===== src/rtl/riscv_pkg.sv =====
// Shared constants and types for the instruction-fetch front end.
//   XLEN             : architectural register / address width
//   INSTR_BYTES      : fetch stride between sequential instruction words
//   RESET_PC_DEFAULT : default first fetch address after reset
//   NOP              : canonical addi x0,x0,0 encoding
//   fetch_state_e    : fetch sequencer state encoding
//   word_align()     : clears the byte-offset bits of an address
package riscv_pkg;

  localparam int XLEN = 32;
  localparam logic [XLEN-1:0] INSTR_BYTES      = 32'd4;
  localparam logic [XLEN-1:0] RESET_PC_DEFAULT = 32'h0000_0000;
  localparam logic [XLEN-1:0] NOP              = 32'h0000_0013;

  typedef enum logic {
    ST_BOOT = 1'b0,
    ST_RUN  = 1'b1
  } fetch_state_e;

  function automatic logic [XLEN-1:0] word_align(input logic [XLEN-1:0] addr);
    return {addr[XLEN-1:2], 2'b00};
  endfunction

endpackage


===== src/rtl/prefetch_fifo.sv =====
// Small synchronous FIFO with a show-ahead head.
//   clk, rst   : clock, asynchronous active-low reset
//   flush      : empties the FIFO at the clock edge (wins over push/pop)
//   push       : write push_data; caller guarantees space is available
//   push_data  : WIDTH-bit entry
//   pop        : drop the head entry (ignored when empty)
//   head_data  : current head, forced to zero while empty
//   count      : number of valid entries, 0..DEPTH
module prefetch_fifo #(
  parameter int WIDTH = 32,
  parameter int DEPTH = 4
) (
  input  logic                     clk,
  input  logic                     rst,
  input  logic                     flush,
  input  logic                     push,
  input  logic [WIDTH-1:0]         push_data,
  input  logic                     pop,
  output logic [WIDTH-1:0]         head_data,
  output logic [$clog2(DEPTH):0]   count
);

  localparam int AW = $clog2(DEPTH);
  localparam int CW = AW + 1;

  logic [WIDTH-1:0] mem [DEPTH];
  logic [AW-1:0]    wr_ptr;
  logic [AW-1:0]    rd_ptr;
  logic             empty;
  logic             full;
  logic             do_pop;

  assign empty  = (count == '0);
  assign full   = (count == CW'(DEPTH));
  assign do_pop = pop && !empty;

  // Zero head while empty keeps the downstream data bus quiet in reset.
  assign head_data = empty ? '0 : mem[rd_ptr];

  always_ff @(posedge clk or negedge rst) begin
    if (!rst) begin
      wr_ptr <= '0;
      rd_ptr <= '0;
      count  <= '0;
    end else if (flush) begin
      wr_ptr <= '0;
      rd_ptr <= '0;
      count  <= '0;
    end else begin
      if (push)   wr_ptr <= wr_ptr + AW'(1);
      if (do_pop) rd_ptr <= rd_ptr + AW'(1);
      count <= count + CW'(push) - CW'(do_pop);
    end
  end

  always_ff @(posedge clk) begin
    if (push && !flush) mem[wr_ptr] <= push_data;
  end

  // Upstream credit accounting must make this unreachable.
  a_no_overflow: assert property (@(posedge clk) disable iff (!rst)
    !(push && !flush && full && !pop));

endmodule


===== src/rtl/ifetch_prefetch.sv =====
// Instruction-fetch front end: sequential fetch address generation, in-order
// memory request/response tracking, prefetch buffering and redirect flush.
//   clk, rst                    : clock, asynchronous active-low reset
//   imem_req_valid/ready/addr   : fetch request port (word-aligned address)
//   imem_rsp_valid/data         : in-order, non-stallable memory responses
//   instr_valid/ready/data/pc   : instruction stream to the decoder
//   redirect_valid/pc           : flush and restart fetch at redirect_pc
//
// state   | meaning
// --------+-----------------------------------------------------------
// ST_BOOT | first cycle out of reset, no requests issued
// ST_RUN  | normal fetch; requests limited by FIFO + in-flight credit
module ifetch_prefetch
  import riscv_pkg::*;
#(
  parameter int               DEPTH    = 4,
  parameter logic [XLEN-1:0]  RESET_PC = RESET_PC_DEFAULT
) (
  input  logic             clk,
  input  logic             rst,
  output logic             imem_req_valid,
  input  logic             imem_req_ready,
  output logic [XLEN-1:0]  imem_req_addr,
  input  logic             imem_rsp_valid,
  input  logic [XLEN-1:0]  imem_rsp_data,
  output logic             instr_valid,
  input  logic             instr_ready,
  output logic [XLEN-1:0]  instr_data,
  output logic [XLEN-1:0]  instr_pc,
  input  logic             redirect_valid,
  input  logic [XLEN-1:0]  redirect_pc
);

  localparam int CW = $clog2(DEPTH) + 1;

  fetch_state_e      state;
  logic [XLEN-1:0]   fetch_pc;
  // inflight: every request still owed a response (stale ones included).
  // discard : how many of those outstanding responses must be dropped.
  logic [CW-1:0]     inflight;
  logic [CW-1:0]     discard;
  logic [CW-1:0]     fifo_count;
  logic [CW-1:0]     aq_count;
  logic [CW:0]       credit_used;
  logic [XLEN-1:0]   aq_head;
  logic [2*XLEN-1:0] fifo_head;
  logic              req_fire;
  logic              rsp_keep;
  logic              instr_pop;

  assign credit_used    = {1'b0, fifo_count} + {1'b0, inflight};
  assign imem_req_valid = (state == ST_RUN) && !redirect_valid &&
                          (credit_used < (CW+1)'(DEPTH));
  assign imem_req_addr  = fetch_pc;
  assign req_fire       = imem_req_valid && imem_req_ready;

  // A response landing in the redirect cycle belongs to the old stream.
  assign rsp_keep  = imem_rsp_valid && !redirect_valid && (discard == '0);

  assign instr_valid = (fifo_count != '0);
  assign instr_pop   = instr_valid && instr_ready;
  assign instr_data  = fifo_head[2*XLEN-1:XLEN];
  assign instr_pc    = fifo_head[XLEN-1:0];

  always_ff @(posedge clk or negedge rst) begin
    if (!rst) begin
      state    <= ST_BOOT;
      fetch_pc <= RESET_PC;
      inflight <= '0;
      discard  <= '0;
    end else begin
      case (state)
        ST_BOOT: state <= ST_RUN;
        ST_RUN:  state <= ST_RUN;
        default: state <= ST_BOOT;
      endcase

      if (redirect_valid) begin
        fetch_pc <= word_align(redirect_pc);
        inflight <= inflight - CW'(imem_rsp_valid);
        // inflight already covers earlier stale requests, so everything still
        // outstanding after this cycle's response becomes discard.
        discard  <= inflight - CW'(imem_rsp_valid);
      end else begin
        if (req_fire) fetch_pc <= fetch_pc + INSTR_BYTES;
        inflight <= inflight + CW'(req_fire) - CW'(imem_rsp_valid);
        if (imem_rsp_valid && (discard != '0)) discard <= discard - CW'(1);
      end
    end
  end

  // Address queue: pcs of live (non-discarded) outstanding requests.
  prefetch_fifo #(
    .WIDTH (XLEN),
    .DEPTH (DEPTH)
  ) u_addr_q (
    .clk       (clk),
    .rst       (rst),
    .flush     (redirect_valid),
    .push      (req_fire),
    .push_data (fetch_pc),
    .pop       (rsp_keep),
    .head_data (aq_head),
    .count     (aq_count)
  );

  prefetch_fifo #(
    .WIDTH (2*XLEN),
    .DEPTH (DEPTH)
  ) u_instr_q (
    .clk       (clk),
    .rst       (rst),
    .flush     (redirect_valid),
    .push      (rsp_keep),
    .push_data ({imem_rsp_data, aq_head}),
    .pop       (instr_pop),
    .head_data (fifo_head),
    .count     (fifo_count)
  );

  a_aq_tracks_live: assert property (@(posedge clk) disable iff (!rst)
    aq_count <= inflight);
  a_discard_bound: assert property (@(posedge clk) disable iff (!rst)
    discard <= inflight);

endmodule


===== config.mk =====
export PLATFORM = sky130hd
export DESIGN_NAME = ifetch_prefetch
export DESIGN_NICKNAME = d
export VERILOG_FILES = /design/src/rtl/riscv_pkg.sv /design/src/rtl/prefetch_fifo.sv /design/src/rtl/ifetch_prefetch.sv
export SDC_FILE = /design/constraint.sdc
export NUM_CORES = 1
export LEC_CHECK = 0
export BUFFER_PORTS_ARGS = -buffer_cell sky130_fd_sc_hd__buf_2
export CORE_ASPECT_RATIO = 2
export CORE_MARGIN = 2
export CORE_UTILIZATION = 25
export DETAILED_ROUTE_END_ITERATION = 8
export PLACE_DENSITY = 0.45
export SETUP_SLACK_MARGIN = 0.1
export SKIP_LAST_GASP = 1
export SLEW_MARGIN = 20
export SYNTH_ARGS = -nofsm -noshare
export SYNTH_HDL_FRONTEND = slang
export SYNTH_SLANG_ARGS = --single-unit

===== constraint.sdc =====
create_clock -name clk -period 8.55 [get_ports clk]
set_input_delay 0.855 -clock clk [delete_from_list [all_inputs] [get_ports clk]]
set_output_delay 0.855 -clock clk [all_outputs]
set_load 0.005 [all_outputs]

### Yosys cells after proc, flatten, opt, wreduce, memory -nomap -nowiden

Memories as Yosys holds them, arrays and structs flattened.
Cells that the tools add are included.

| storage, ports and cells | value |
|---|---|
| register bits | 53 |
| logic and storage cells | 72 |
| input port bits | 70 |
| bits in writable memories | 384 |
| memories kept | 2 |

| cells by class | value |
|---|---|
| $add $sub $neg | 14 |
| multiplexer cells | 21 |
| reduce and logical (&&, ||, !) cells | 24 |
| order comparisons | 1 |

Memory list:

| name | depth | bits a word | rd ports | clocked after memory_dff | write ports | RTL line | text |
|---|---|---|---|---|---|---|---|
| u_instr_q.mem | 4 | 64 | 1 | 0 | 1 | prefetch_fifo.sv:26 | `logic [WIDTH-1:0] mem [DEPTH];` |
| u_addr_q.mem | 4 | 32 | 1 | 0 | 1 | prefetch_fifo.sv:26 |  |

Operator list:

| kind | number |
|---|---|
| $mux 32 | 3 |
| $mux 64 | 1 |
| $add 32x3->32 const B | 1 |
| $mux 2 | 8 |
| $mux 3 | 5 |
| $sub 3x1->3 | 4 |
| $logic_and 1x1->1 | 11 |
| $reduce_bool 2->1 | 5 |
| $add 3x1->3 | 3 |
| $logic_not 3->1 | 3 |
| $add 2x1->2 const B | 4 |
| $reduce_bool 3->1 | 2 |
| $add 3x3->4 | 1 |
| $lt 4x3->1 const B | 1 |
| $mux 1 | 4 |
| $logic_not 1->1 | 3 |
| $sub 3x1->3 const B | 1 |

### Depth between registers and ports, before layout

Gate-level depths: netlist of the first run.

| depth | value |
|---|---|
| depth in word-level cells | 7 |
| depth in mapped cells | 11 |
| gate-level depth less buffers | 11 |

### Hierarchy

A second synthesis of the first run with hierarchy kept.

| second synthesis, totals | value |
|---|---|
| cell total of the unflattened synthesis | 962 |
| area total of the unflattened synthesis | 17,808.3 um^2 |

By module, submodules not included:

| module | sequential area each (um^2) | instances | area each (um^2) | cells each |
|---|---|---|---|---|
| prefetch_fifo (u_instr_q) | 7,862.5 | 1 | 10,152.2 | 448 |
| prefetch_fifo (u_addr_q) | 4,018.9 | 1 | 5,328.9 | 245 |
| ifetch_prefetch | 925.9 | 1 | 2,327.2 | 269 |

### Worst setup path after synthesis of the first run

Ideal clock, no wire load.

| timing | value |
|---|---|
| path type | input to register |
| start point | input redirect_valid |
| end point | memory u_instr_q.mem[0][10] in the netlist's numbering (enable) |
| cell stages on the path | 4 |
| setup slack | 5.197 ns |
| arrival time | 2.925 ns |
| setup time | 0.428 ns |
| cell sequence | buf_2 > clkbuf_1 > nor2_1 > and2_1 |

| on the way | value |
|---|---|
| cells in the longest elaborated chain, start to end | 6 |

Ends and longest elaborated chain:

| element | RTL line | text |
|---|---|---|
| from (decl) | ifetch_prefetch.sv:30 | `input logic redirect_valid,` |
| $logic_not 1->1 * | prefetch_fifo.sv:57, ifetch_prefetch.sv:58 |  |
| $logic_and 1x1->1 (2 in series) | ifetch_prefetch.sv:58 | `assign rsp_keep = imem_rsp_valid && !redirect_valid && (discard == '0);` |
| $logic_and 1x1->1 * | prefetch_fifo.sv:57 | `if (push && !flush) mem[wr_ptr] <= push_data;` |
| $mux 1 * | prefetch_fifo.sv:57 |  |
| $mux 1 (implied by the code) * | prefetch_fifo.sv:57 |  |
| to (decl) | prefetch_fifo.sv:26 |  |

Every way passes the cells marked *; elsewhere a longest branch is shown, timed or not.

### Worst setup path after layout of the first run

| timing | value |
|---|---|
| start point | input redirect_valid |
| end point | memory u_addr_q.mem[6][15] (netlist: u_addr_q.mem[3][15]) (enable) |

| on the way | value |
|---|---|
| cells in the longest elaborated chain, start to end | 7 |

Ends and longest elaborated chain:

| element | RTL line | text |
|---|---|---|
| $logic_not 1->1 * | prefetch_fifo.sv:57, ifetch_prefetch.sv:52 |  |
| $logic_and 1x1->1 (2 in series) | ifetch_prefetch.sv:52 | `assign imem_req_valid = (state == ST_RUN) && !redirect_valid &&` |
| $logic_and 1x1->1 | ifetch_prefetch.sv:55 | `assign req_fire = imem_req_valid && imem_req_ready;` |
| $logic_and 1x1->1 * | prefetch_fifo.sv:57 |  |
| $mux 1 * | prefetch_fifo.sv:57 |  |
| $mux 1 (implied by the code) * | prefetch_fifo.sv:57 |  |
| to (decl) | prefetch_fifo.sv:26 |  |

Marked as above.

==> results.json, run 1 <==
{
  "run_status": "finished clean",
  "setup.worst_path.start": "redirect_valid",
  "worst_supply_voltage_drop_on_vdd_mv": 0.1248,
  "final-max-slew-violation-count": 0,
  "cts_buffers": 42,
  "gpl_wtd_cong": 0.7639,
  "grt_use_total": 0.1115,
  "remaining_drc_errors": 0,
  "endpoint": "u_addr_q.mem[3][15]",
  "pwr-share-clk": 0.348,
  "synth-seq-cells": 423,
  "dieHeight_um": 374.5,
  "regToRegStartpoint": "inflight[2]",
  "setup_ws_ps": 4677,
  "reg2reg_slack_ps": 4870,
  "drc_violation_total_after_the_first_tritonroute_iteration": 441,
  "global_route_wire_length_before_repair_um": 59810,
  "grt_setup_unrepaired": "false",
  "synthesis.yosys.warnings": 0,
  "power.leakage_nw": 6.985,
  "start_util": 0.2527,
  "element_type_at_the_critical_path_start": "input port",
  "core_area_mm2": 0.06790,
  "synth_edf_count": 372,
  "p_per_area_mw_per_mm2": 261.9,
  "area_growth_syn_to_layout_pct": 19.09,
  "timing_worst_slew_pin_value_ps": 874.1,
  "die_width_um": 189.3,
  "top_level_ports": 168,
  "finalCritPeriodShare": 0.4530,
  "timing.max_slew.rel_slack": 0.4173,
  "wl_um": 39190,
  "synthArstFlopShare": 0.1206,
  "synthesis.area_mm2": 0.01716,
  "timing.final.setup_violations": 0,
  "num_vias": 8914,
  "drt_pass1_iterations": 6,
  "wire_length_per_cell_um": 19.19,
  "std_cell_rows": 135,
  "grt_pass1_vias": 9669,
  "pwr-share-comb": 0.185,
  "commonest_cells_after_routing_fill_and_taps_aside": "372 x sky130_fd_sc_hd__edfxtp_1, 163 x sky130_fd_sc_hd__buf_2, 93 x sky130_fd_sc_hd__mux4_2",
  "finalHoldViolations": 0,
  "setup-tns-final_ps": 0,
  "place_ws_ps": 3971,
  "clk_latency_worst_skew_pair_ps": 580,
  "synth-seq-area-share": 0.7253,
  "fraction_of_power_spent_switching_nets": 0.2726,
  "dieArea_mm2": 0.07088,
  "cts_root_buffer": "sky130_fd_sc_hd__clkbuf_16",
  "cts-root-to-sink-buffers": 3,
  "nets": 1212,
  "hp-class": "input port to async pin",
  "crit_path_end_kind": "flip-flop",
  "cts_tree": "built",
  "synthCells": 939,
  "critical_path.reg2reg.endpoint": "u_addr_q.mem[3][15]",
  "holdBufCountCts": 0,
  "number_of_antenna_violations_at_the_first_check_in_global_routing": 3,
  "layout_cell_share_with_drive_strength_beyond_1": 0.3108,
  "layout.cells.most_common": "sky130_fd_sc_hd__edfxtp_1",
  "buffer_ports.inserted": 163,
  "seq_power_share": 0.466,
  "drv_cap": 0,
  "clock_sink_count": 423,
  "main_flop_type_after_synthesis": "sky130_fd_sc_hd__edfxtp_1",
  "timing.final.crit_period_ps": 3873,
  "cell_internal_pwr_w": 0.003894,
  "crit_path_max_fo": 71,
  "cp_data_required_time_ps": 8800,
  "antennaDiodeCount": 0,
  "finalClockSkew_ps": 17.60,
  "number_of_routed_nets_with_antenna_violations": 0,
  "post_synth_num_cell_types": 53,
  "dp_hpwl_um": 24030,
  "grt_max_degree": 72,
  "worst_r2r_path_depth": 6,
  "htree_num_levels": 2,
  "synthesis.area_per_instance_um2": 18.27,
  "achievable-frequency_ghz": 0.2582,
  "globalRouteOverflowTotal": 0,
  "postCtsSetupBuffers": 0,
  "cts.reportedPaths.clkPinSlew_ps": 70,
  "detail_route.vias_per_cell": 4.365,
  "cts-resized-gates": 0,
  "netSwitchingPower_w": 0.001459,
  "worst_ep_arrival_time_ps": 4120,
  "timing_worst_setup_path_type": "input port to flip-flop"
}
-- worst min path at each step --
stage	endpoint	cells past startpoint	slack (ps)
final	imem_req_addr[24]	2	390
after CTS	imem_req_addr[14]	2	410
after detailed placement	inflight[2]	1	540
after global placement	inflight[2]	1	530
after floorplan	inflight[2]	1	490
after global routing	imem_req_addr[24]	2	450
-- critical path: stages --
cell and delay [ps]:
sky130_fd_sc_hd__buf_2 90, sky130_fd_sc_hd__buf_4 360, sky130_fd_sc_hd__nor3b_2 310, sky130_fd_sc_hd__nand4_2 680, sky130_fd_sc_hd__inv_2 730, sky130_fd_sc_hd__and2_1 590, sky130_fd_sc_hd__buf_4 430
-- flip-flops by register name, indices dropped and copies added (netlist names) --
name,count
u_addr_q.rd_ptr,2
u_addr_q.count,3
u_instr_q.rd_ptr,2
u_addr_q.mem,120
u_addr_q.wr_ptr,2
inflight,3
u_instr_q.mem,252
discard,3
u_instr_q.wr_ptr,2
u_instr_q.count,3
state,1
imem_req_addr,30
-- stage by stage --
step / hold slack (ps) / util / total power, W / instance area (um^2) / cells
finish: 394.6 / 0.3010 / 0.005353 / 20440 / 2042
global route: 447.0 / 0.3010 / 0.005650 / 20440 / 2042
CTS: 409.2 / 0.3006 / 0.005497 / 20410 / 2041
detailed placement: 542.2 / 0.2802 / 0.003589 / 19030 / 1963
global placement: 532.3 / 0.2801 / 0.003571 / 19020 / 1963
floorplan: 486.2 / - / 0.003130 / 17180 / 944
-- cells by family after synthesis --
group | Yosys count | share of synthesized area
DFF | 423 | 0.7253
AOI/OAI and AO/OA | 68 | 0.02705
xor gates and xnor gates | 14 | 0.007146
adders and majority gates | 24 | 0.01881
muxes | 101 | 0.1267
other | 2 | 0.0004376
and+or+nand+nor | 233 | 0.07590
buffers and inverters | 74 | 0.01859
-- routing by layer --
metal  global-route usage  up-vias  routed length [um]
met5                    0        -                  30
met4              0.04563        4                1333
li1                     -     4009                   -
met3              0.02358       69                2097
met2               0.2069      250               20750
met1               0.1219     4582               14980
-- final cells by class --
class | count | area [um^2]
sequential | 423 | 12460
clock inverter | 27 | 271.5
tap | 890 | 1114
inverter | 26 | 97.59
fill | 6769 | 47470
timing repair buffer | 178 | 952.2
clock buffer | 51 | 1115
multi-input combinational | 447 | 4429
-- synth_stat cells, types with 3 or more instances --
library cell | count | area share
sky130_fd_sc_hd__a211o_1 | 3 | 0.0015
sky130_fd_sc_hd__a21oi_1 | 11 | 0.0032
sky130_fd_sc_hd__a221o_1 | 4 | 0.0023
sky130_fd_sc_hd__and2_1 | 72 | 0.026
sky130_fd_sc_hd__and3_1 | 3 | 0.0011
sky130_fd_sc_hd__buf_1 | 6 | 0.0013
sky130_fd_sc_hd__buf_2 | 12 | 0.0035
sky130_fd_sc_hd__buf_4 | 5 | 0.0022
sky130_fd_sc_hd__clkbuf_1 | 24 | 0.0052
sky130_fd_sc_hd__dfrtp_1 | 51 | 0.074
sky130_fd_sc_hd__edfxtp_1 | 372 | 0.65
sky130_fd_sc_hd__fa_1 | 3 | 0.0035
sky130_fd_sc_hd__ha_1 | 21 | 0.015
sky130_fd_sc_hd__inv_1 | 25 | 0.0055
sky130_fd_sc_hd__mux2i_1 | 8 | 0.0047
sky130_fd_sc_hd__mux4_2 | 93 | 0.12
sky130_fd_sc_hd__nand2_1 | 41 | 0.0090
sky130_fd_sc_hd__nand3_1 | 19 | 0.0055
sky130_fd_sc_hd__nand3b_1 | 4 | 0.0017
sky130_fd_sc_hd__nand4_1 | 5 | 0.0018
sky130_fd_sc_hd__nor2_1 | 31 | 0.0068
sky130_fd_sc_hd__nor2b_1 | 33 | 0.012
sky130_fd_sc_hd__nor3_1 | 7 | 0.0020
sky130_fd_sc_hd__nor4_1 | 3 | 0.0011
sky130_fd_sc_hd__o211ai_1 | 11 | 0.0048
sky130_fd_sc_hd__o21ai_0 | 10 | 0.0029
sky130_fd_sc_hd__o21ai_1 | 11 | 0.0032
sky130_fd_sc_hd__o311ai_1 | 4 | 0.0020
sky130_fd_sc_hd__or3_1 | 3 | 0.0011
sky130_fd_sc_hd__xnor2_1 | 6 | 0.0031
sky130_fd_sc_hd__xor2_1 | 8 | 0.0041
-- power by group through the flow --
stage / Combinational, W / Clock (W) / Sequential [W]
finish: 0.000992 / 0.00186 / 0.00250
floorplan: 0.000657 / 0 / 0.00247
detailed placement: 0.00103 / 0 / 0.00256
global placement: 0.00102 / 0 / 0.00255
CTS: 0.00104 / 0.00195 / 0.00251
global route: 0.00113 / 0.00201 / 0.00252
Power figures use the tool's default switching activity.
==> run 2, diff against run 1 <==
- clock period: 8.55 -> 3.8 ns (I/O delays scaled with it)
==> results.json, run 2 (synthesized netlist as in run 1, its figures left out) <==
{
  "run_status": "finished clean",
  "worst_supply_voltage_drop_on_vdd_mv": 0.3085,
  "drc_violation_total_after_the_first_tritonroute_iteration": 352,
  "critical_path.reg2reg.endpoint": "imem_req_addr[7]",
  "reg2reg_slack_ps": 1030,
  "globalRouteOverflowTotal": 0,
  "timing_worst_setup_path_type": "flip-flop to output pin",
  "dieHeight_um": 374.5,
  "power.leakage_nw": 7.179,
  "commonest_cells_after_routing_fill_and_taps_aside": "372 x sky130_fd_sc_hd__edfxtp_1, 163 x sky130_fd_sc_hd__buf_2, 93 x sky130_fd_sc_hd__mux4_2",
  "start_util": 0.2527,
  "area_growth_syn_to_layout_pct": 21.97,
  "cts_tree": "built",
  "wl_um": 39670,
  "layout_cell_share_with_drive_strength_beyond_1": 0.3050,
  "layout.cells.most_common": "sky130_fd_sc_hd__edfxtp_1",
  "nets": 1259,
  "crit_path_end_kind": "output pin",
  "finalHoldViolations": 0,
  "multi_input_area_mm2": 0.004429,
  "grt_use_total": 0.1131,
  "grt_max_degree": 65,
  "pwr-share-comb": 0.189,
  "timing_worst_slew_pin_value_ps": 896.1,
  "hold_start": "redirect_pc[12]",
  "timing.final.setup_violations": 0,
  "buffer_ports.inserted": 163,
  "finalClockSkew_ps": 40.23,
  "core_area_mm2": 0.06790,
  "setup.worst_path.start": "u_instr_q.rd_ptr[0]",
  "worst_r2r_path_depth": 8,
  "htree_num_levels": 2,
  "pwr-share-clk": 0.346,
  "std_cell_rows": 135,
  "largest_reg_flops": 252,
  "finalCritPeriodShare": 0.8036,
  "fillCellCount": 6807,
  "number_of_antenna_violations_at_the_first_check_in_global_routing": 2,
  "cts.reportedPaths.clkPinSlew_ps": 70,
  "dieArea_mm2": 0.07088,
  "achievable-frequency_ghz": 0.3275,
  "num_vias": 9057,
  "p_per_area_mw_per_mm2": 578.0,
  "worst_ep_arrival_time_ps": 2670,
  "dp_hpwl_um": 25470,
  "clock_sink_count": 423,
  "largest_register": "u_instr_q.mem",
  "netSwitchingPower_w": 0.003343,
  "setup-tns-final_ps": 0,
  "final-seq-area_mm2": 0.01246,
  "cell_internal_pwr_w": 0.008755,
  "cts_root_buffer": "sky130_fd_sc_hd__clkbuf_16",
  "cp_data_required_time_ps": 3420,
  "regToRegStartpoint": "inflight[1]",
  "drt_pass1_iterations": 4,
  "detail_route.vias_per_cell": 4.329,
  "wire_length_per_cell_um": 18.96,
  "crit_path_max_fo": 27,
  "grt_pass1_vias": 9924,
  "clk_latency_worst_skew_pair_ps": 590,
  "cts-resized-gates": 0,
  "top_level_ports": 168,
  "final-max-slew-violation-count": 0,
  "seq_power_share": 0.465,
  "gpl_wtd_cong": 0.7672,
  "timing.final.crit_period_ps": 3054,
  "hp-class": "input port to flip-flop",
  "detailed_place.area_mm2": 0.01912,
  "element_type_at_the_critical_path_start": "flip-flop",
  "layout.cell_area.non_filler_mm2": 0.02093,
  "number_of_routed_nets_with_antenna_violations": 0,
  "grt_setup_unrepaired": "false",
  "drv_cap": 0,
  "timing.max_slew.rel_slack": 0.4026,
  "remaining_drc_errors": 0,
  "endpoint": "instr_pc[9]",
  "die_width_um": 189.3,
  "cts-root-to-sink-buffers": 3,
  "fraction_of_power_spent_switching_nets": 0.2763,
  "global_route_wire_length_before_repair_um": 60500,
  "cts_buffers": 43
}
[run 2: critical path, stage by stage (launching register included)]
cell and delay (ps):
sky130_fd_sc_hd__dfrtp_4 810, sky130_fd_sc_hd__buf_4 420, sky130_fd_sc_hd__mux4_2 580, sky130_fd_sc_hd__and2_1 170, sky130_fd_sc_hd__buf_2 120
[run 2: routing by layer]
layer / track usage / up-vias / wire length (um)
met2: 0.2145 / 220 / 21450
met5: 0 / - / 14
met3: 0.02368 / 61 / 2026
met1: 0.1204 / 4661 / 14960
li1: - / 4113 / -
met4: 0.04403 / 2 / 1222
[run 2: cell type report]
type                       instances  area share
antenna                            2   0.0002391
clock buffer                      48     0.05279
clock inverter                    32     0.01345
inverter                          26    0.004663
multi-input combinational        447      0.2116
sequential                       423      0.5952
tap                              890     0.05320
timing repair buffer             224     0.06887
[run 2: power groups by stage]
stage | registers, W | logic, W | clock network, W
2_1_floorplan | 0.00556 | 0.00148 | 0
3_3_place_gp | 0.00573 | 0.00233 | 0
3_5_place_dp | 0.00574 | 0.00236 | 0
4_1_cts | 0.00565 | 0.00240 | 0.00436
5_1_grt | 0.00568 | 0.00258 | 0.00452
6_report | 0.00563 | 0.00229 | 0.00418
[run 2: metrics by stage]
step	setup WS, ps	hold slack, ps	cells	total power, W	util
final	746.1	32.83	2092	0.01210	0.3082
after CTS	582.8	2.827	2090	0.01241	0.3082
after global placement	1024	514.9	1968	0.008057	0.2816
after floorplan	865.3	84.41	944	0.007043	-
after global routing	541.1	13.11	2091	0.01278	0.3082
after detailed placement	999.2	527.9	1968	0.008106	0.2816
[run 2: worst min path at each step]
stage                                end  cells after the start
global placement             inflight[2]                      1
floorplan                     discard[0]                      0
global route        u_instr_q.mem[1][54]                      1
CTS                 u_instr_q.mem[2][58]                      1
finish                 imem_req_addr[12]                      3
detailed placement           inflight[2]                      1
[run 2: repair_timing]
action	4_1_cts	5_1_grt
buffers inserted	0	0
hold endpoints to repair	161	0
hold buffers	42	0
